$ cat src/rtl/name_scan_ctrl_if.sv
// Bus bundle for the name-initial display scanner: scan enable,
// code-load handshake and the multiplexed display drive.
interface name_scan_ctrl_if;
  logic       en;
  logic       load_valid;
  logic [5:0] load_codes;
  logic       load_ready;
  logic [6:0] seg;
  logic [2:0] an;
  logic       frame_tick;

  modport master (
    output en, load_valid, load_codes,
    input  load_ready, seg, an, frame_tick
  );

  modport slave (
    input  en, load_valid, load_codes,
    output load_ready, seg, an, frame_tick
  );
endinterface

$ cat src/rtl/name_scan_ctrl.sv
// Three-digit time-multiplexed 7-segment scanner for the name initials.
// New codes are held in a shadow register and only become visible at a
// frame boundary, so a frame never mixes old and new characters.
//
// state   | meaning
// --------+------------------------------------------------------------
// S_OFF   | scanning disabled, cnt/digit parked at 0, display dark
// S_BLANK | first BLANK_CYCLES of a digit slot, all digits off (guard)
// S_SHOW  | rest of the slot, current digit lit with its decoded code
module name_scan_ctrl #(
  parameter int CLK_DIV      = 50000,
  parameter int BLANK_CYCLES = 2
) (
  input logic             clk,
  input logic             rst,
  name_scan_ctrl_if.slave bus
);

  localparam int CW = (CLK_DIV > 2) ? $clog2(CLK_DIV) : 1;
  localparam logic [CW-1:0] LAST      = CW'(CLK_DIV - 1);
  localparam logic [CW-1:0] BLANK_END = CW'(BLANK_CYCLES);

  typedef enum logic [1:0] {S_OFF, S_BLANK, S_SHOW} state_t;

  state_t        state, state_n;
  logic [CW-1:0] cnt, cnt_n;
  logic [1:0]    digit, digit_n;
  logic          tick_q, tick_n;
  logic [5:0]    codes;
  logic [5:0]    shadow;
  logic          pending;
  logic          take;
  logic          apply;
  logic [1:0]    cur_code;

  // A boundary edge applies the shadow; with scanning off it is applied at once.
  assign take  = bus.load_valid && !pending;
  assign apply = pending && (tick_q || !bus.en);

  // Scan state, slot counter, digit index and the boundary flag.
  always_ff @(posedge clk or posedge rst) begin
    if (rst) begin
      state  <= S_OFF;
      cnt    <= '0;
      digit  <= 2'd0;
      tick_q <= 1'b0;
    end else begin
      state  <= state_n;
      cnt    <= cnt_n;
      digit  <= digit_n;
      tick_q <= tick_n;
    end
  end

  // Next slot position; wrapping out of digit 2 marks the next cycle as a boundary.
  always_comb begin
    cnt_n   = cnt;
    digit_n = digit;
    tick_n  = 1'b0;
    state_n = state;
    if (!bus.en) begin
      cnt_n   = '0;
      digit_n = 2'd0;
      state_n = S_OFF;
    end else begin
      if (cnt == LAST) begin
        cnt_n = '0;
        if (digit == 2'd2) begin
          digit_n = 2'd0;
          tick_n  = 1'b1;
        end else begin
          digit_n = digit + 2'd1;
        end
      end else begin
        cnt_n = cnt + 1'b1;
      end
      state_n = (cnt_n < BLANK_END) ? S_BLANK : S_SHOW;
    end
  end

  // Load handshake: shadow capture on transfer, displayed codes swap on apply.
  always_ff @(posedge clk or posedge rst) begin
    if (rst) begin
      codes   <= 6'h3F;
      shadow  <= 6'h00;
      pending <= 1'b0;
    end else begin
      if (take) begin
        shadow  <= bus.load_codes;
        pending <= 1'b1;
      end else if (apply) begin
        codes   <= shadow;
        pending <= 1'b0;
      end
    end
  end

  // Code of the digit currently being scanned.
  always_comb begin
    case (digit)
      2'd0:    cur_code = codes[1:0];
      2'd1:    cur_code = codes[3:2];
      default: cur_code = codes[5:4];
    endcase
  end

  // Display drive: dark unless in the SHOW phase with scanning enabled.
  always_comb begin
    bus.seg = 7'b1111111;
    bus.an  = 3'b111;
    if (bus.en && state == S_SHOW) begin
      case (digit)
        2'd0:    bus.an = 3'b110;
        2'd1:    bus.an = 3'b101;
        default: bus.an = 3'b011;
      endcase
      case (cur_code)
        2'd0:    bus.seg = 7'b0111000;
        2'd1:    bus.seg = 7'b0000000;
        2'd2:    bus.seg = 7'b0001000;
        default: bus.seg = 7'b1111111;
      endcase
    end
  end

  assign bus.load_ready = ~pending;
  assign bus.frame_tick = tick_q;

endmodule
$ cat src/flat_wrapper.sv
// flat-port wrapper written by rule: the top's interface ports become plain ports
module name_scan_ctrl_flat 
#(
  parameter int CLK_DIV      = 50000,
  parameter int BLANK_CYCLES = 2
)
  (clk, rst, bus_en, bus_load_valid, bus_load_codes, bus_load_ready, bus_seg, bus_an, bus_frame_tick);
  name_scan_ctrl_if bus_i ();
  input logic clk;
  input logic rst;
  input wire logic [$bits(bus_i.en)-1:0] bus_en;
  input wire logic [$bits(bus_i.load_valid)-1:0] bus_load_valid;
  input wire logic [$bits(bus_i.load_codes)-1:0] bus_load_codes;
  output wire logic [$bits(bus_i.load_ready)-1:0] bus_load_ready;
  output wire logic [$bits(bus_i.seg)-1:0] bus_seg;
  output wire logic [$bits(bus_i.an)-1:0] bus_an;
  output wire logic [$bits(bus_i.frame_tick)-1:0] bus_frame_tick;
  assign bus_i.en = bus_en;
  assign bus_i.load_valid = bus_load_valid;
  assign bus_i.load_codes = bus_load_codes;
  assign bus_load_ready = bus_i.load_ready;
  assign bus_seg = bus_i.seg;
  assign bus_an = bus_i.an;
  assign bus_frame_tick = bus_i.frame_tick;
  name_scan_ctrl #(.CLK_DIV(CLK_DIV), .BLANK_CYCLES(BLANK_CYCLES)) u_core (.clk(clk), .rst(rst), .bus(bus_i));
endmodule
$ cat config.mk
export PLATFORM = sky130hd
export DESIGN_NAME = name_scan_ctrl_flat
export DESIGN_NICKNAME = d
export VERILOG_FILES = /design/src/rtl/name_scan_ctrl_if.sv /design/src/rtl/name_scan_ctrl.sv /design/src/flat_wrapper.sv
export SDC_FILE = /design/constraint.sdc
export NUM_CORES = 1
export LEC_CHECK = 0
export BUFFER_PORTS_ARGS = -buffer_cell sky130_fd_sc_hd__buf_2
export CAP_MARGIN = 20
export CELL_PAD_IN_SITES_DETAIL_PLACEMENT = 2
export CELL_PAD_IN_SITES_GLOBAL_PLACEMENT = 2
export CORE_MARGIN = 2
export CORE_UTILIZATION = 33
export CTS_CLUSTER_SIZE = 16
export DETAILED_ROUTE_END_ITERATION = 16
export GPL_TIMING_DRIVEN = 0
export PLACE_DENSITY_LB_ADDON = 0.1
export REMOVE_ABC_BUFFERS = 1
export SYNTH_ARGS = -nofsm -noshare
export SYNTH_HDL_FRONTEND = slang
export SYNTH_SLANG_ARGS = --single-unit
$ cat constraint.sdc
create_clock -name clk -period 1.55 [get_ports clk]
set_input_delay 0.155 -clock clk [delete_from_list [all_inputs] [get_ports clk]]
set_output_delay 0.155 -clock clk [all_outputs]
set_load 0.02 [all_outputs]
==> summary.md <==
| Metric | Value |
|---|---|
| Routed wire length per instance | 20.0 um |
| Synth cell types | 48 |
| DR pass1 iterations | 4 |
| Most used flip-flop cell after synthesis | dfrtp_1 |
| IR drop worst, VDD | 0.538 mV |
| CP max FO | 7 |
| Synth area leader | dfrtp_1 |
| Crit path from | u_core.cnt[0]$_DFF_PP0_ |
| IO Count | 22 |
| Clock Path Buffers | 2 |
| R2R Setup Slk | -0.17 ns |
| Yosys warning total | 0 |
| # DRC | 0 |
| Total CTS buffers | 5 |
| Post-Place Cells | 264 |
| FF-to-FF path depth | 6 |
| 1st-iter DRT viols | 25 |
| Yosys reg bits | 34 |
| Max cap viols | 0 |
| Worst path cell trace | ha_4 -> nand3_4 -> or3_4 -> o211ai_1 -> o31ai_2 -> and4_1 |
| Area contributors post-synth | dfrtp_1 37%, dfstp_2 8.4%, mux2_2 7.2% |
| Area Growth Syn to Fin | 41.2% |
| Overall die width | 79.5 um |
| Worst-skew pair later-pin latency | 0.28 ns |
| Placement Setup Slack | -0.792 ns |
| CTS tree | yes |
| Starting Density | 34.2% |
| Startpoint class of the critical path | flop |
| Status | complete, but fails checks |
| Final hold slack | 0.0970 ns |
| Setup Crit Path Kind | flop to flop |
| Vias | 1,544 |
| Reg-to-Reg Start | u_core.cnt[0]$_DFF_PP0_ |
| Max Freq | 581 MHz |
| DIE AREA | 6320 um2 |
| Type of the worst min-delay path | primary input to flop |
| Finished Layout Cells | 300 |
| RSZ-0062 raised after global routing | yes |
| Synth top area share | 37.3% |
| Final slew viol count | 0 |
| Routability Congestion | 0.790 |
| Finished Core Util | 48.2% |
| Post-Route WL | 6.01 mm |
| Slowest stage cell, crit path | dfrtp_2 |
| Fin crit period | 1.72 ns |
| Lkg Pwr | 1.11 nW |
| Crit. End Element | flop |
| CP Depth | 6 |
| Largest net degree at the start of global routing | 25 |
| Ant diodes | 0 |
| Syn Inst Count | 183 |
| Crit path capture | u_core.state[0]$_DFF_PP0_ |
| Power Dens Cells | 912 nW/um2 |
| Crit path buffers/inverters | 0 |
| Clock sinks | 34 |
| Final worst path period share | 111% |
| Num rows | 27 |
| Syn avg cell area | 10.3 um2 |
| Initial antenna violation count | 0 |
| Failing checks | setup timing |
| Layout cells sized above 1 | 57.0% |
| Port buffer count | 21 |
| R2r endpoint | u_core.state[0]$_DFF_PP0_ |
| Setup Skew | 0.00319 ns |
| Crit-path max cell delay | 0.47 ns |
| Fin area | 2660 um2 |
| Die H | 79.5 um |
| Crit path setup slack, layout | -0.172 ns |
| Seq/Total Area, Yosys | 45.6% |
| Fin. Hold Viols | 0 |
| Max-slew headroom | 52.8% |
| Worst-Margin Slew | 0.703 ns |
| Setup-failing EPs final | 20 |
| Crit path max-delay family | simple AND/OR/NAND/NOR gates |
| Remaining antenna violation count after routing | 0 |
| Clk slew on worst S/H paths | 0.08 ns |
| Worst Path Arrival | 1.90 ns |
| Asr flop ratio synth | 100% |
| Critical Path RT | 1.72 ns |
| Placed cell area | 2010 um2 |
| HPWL after detailed placement | 3.52 mm |
| Global route overflow | 0 |
| DR vias/cell | 5.15 |
| H-tree levels | 2 |
| Vias in the first global route | 1,700 |
| Final-stage net count | 240 |
| Clock root cell | clkbuf_8 |
| Gr usage total | 18.7% |
| Global-route wire length before repair | 8.98 mm |
| Syn Std Cell Area | 1880 um2 |
| Post-synth EDFFs | 0 |
| Core Area | 5510 um2 |
[where the power goes]
| part | total, mW | internal (mW) | switching, mW |
|---|---|---|---|
| clock network | 0.715 | 0.358 | 0.358 |
| registers | 1.15 | 1.06 | 0.0921 |
| logic | 0.554 | 0.295 | 0.259 |
[sequential cells by signal (all words and copies together), names as in the netlist]
name	count
u_core.codes	6
u_core.cnt	16
u_core.pending	1
u_core.bus.frame_tick	1
u_core.shadow	6
u_core.digit	2
u_core.state	2
[cell usage in the layout (no fill, tap or decap), types with 4 or more instances in the layout]
master and n:
nor2_1 22, buf_4 20, dfrtp_1 15, buf_2 13
dfrtp_2 13, mux2_2 12, nand2_1 11, buf_6 11
xnor2_1 8, xor2_1 6, nand3_1 6, clkbuf_8 6
dfstp_2 6, inv_1 4, nor3_2 4
[worst register-to-register path: cells and delay by family (launching register included)]
family,cells,cell delay (ns)
flops,1,0.47
compound gates,2,0.25
simple gates,3,0.68
fa+ha+maj,1,0.21
[synthesized netlist by cell type, drive strengths merged, types with 2 or more instances]
cell type / n
xnor2: 8
mux2i: 4
xor2: 6
dfrtp: 28
nor4: 5
nor3: 5
nand2: 16
a21oi: 3
ha: 3
nand4: 5
dfstp: 6
clkbuf: 2
o21ai: 6
buf: 11
and4: 3
mux2: 12
nand3: 8
nor2: 25
a31oi: 3
inv: 5
and3: 2
nor2b: 2
o21a: 2
[per-stage QoR]
step	TNS (ns)	power [mW]
after detailed placement	-12.17	1.52
after CTS	-1.53	2.41
final	-2.02	2.42
after floorplan	-2.69	1.38
after global routing	-3.87	2.54
after global placement	-10.37	1.47
[worst min path at each step]
stage,startpoint,to,slack (ns),depth (start not counted)
floorplan,bus_en,u_core.bus.frame_tick$_DFF_PP0_,0.28,2
global placement,bus_load_valid,u_core.pending$_DFFE_PP0P_,0.39,2
detailed placement,rst,u_core.cnt[11]$_DFF_PP0_,0.23,2
CTS,bus_load_valid,u_core.pending$_DFFE_PP0P_,0.09,2
global route,bus_load_codes[3],u_core.shadow[3]$_DFFE_PP0P_,0.09,2
finish,bus_load_valid,u_core.pending$_DFFE_PP0P_,0.1,2
[kinds of logic (layout without fill, tap and decap cells)]
kind of cell,count (synthesis),after routing,share of synthesized area (%)
and+or+nand+nor,77,78,22.9
xor gates and xnor gates,14,14,6.52
DFF,34,34,45.6
AOI/OAI and AO/OA,21,21,7.72
adders and majority gates,3,3,2.00
muxes,16,16,9.31
buffers and inverters,18,62,5.92
[routing by layer]
layer | global-route usage, % | wire [um]
met2 | 34.5 | 3310
met5 | 0 | 0
met1 | 23.4 | 2540
met3 | 2.71 | 109
met4 | 3.10 | 46
[final cells by class]
cell class | count | area, um2
Sequential cell | 34 | 875
Inverter | 5 | 18.8
Fill cell | 550 | 2850
Clock buffer | 6 | 82.6
Timing Repair Buffer | 49 | 437
Multi-Input combinational cell | 132 | 1140
Tap cell | 72 | 90.1
Clock inverter | 2 | 12.5
[what timing repair did]
action                     4_1_cts  5_1_grt
buffers inserted                16       10
hold buffers                     1        0
pin swaps                       13        8
cloned                           0        1
gates resized for setup         59       19
setup endpoints to repair       29       26
hold endpoints to repair        10        0
No activity file was read; power rests on OpenSTA's default activity.
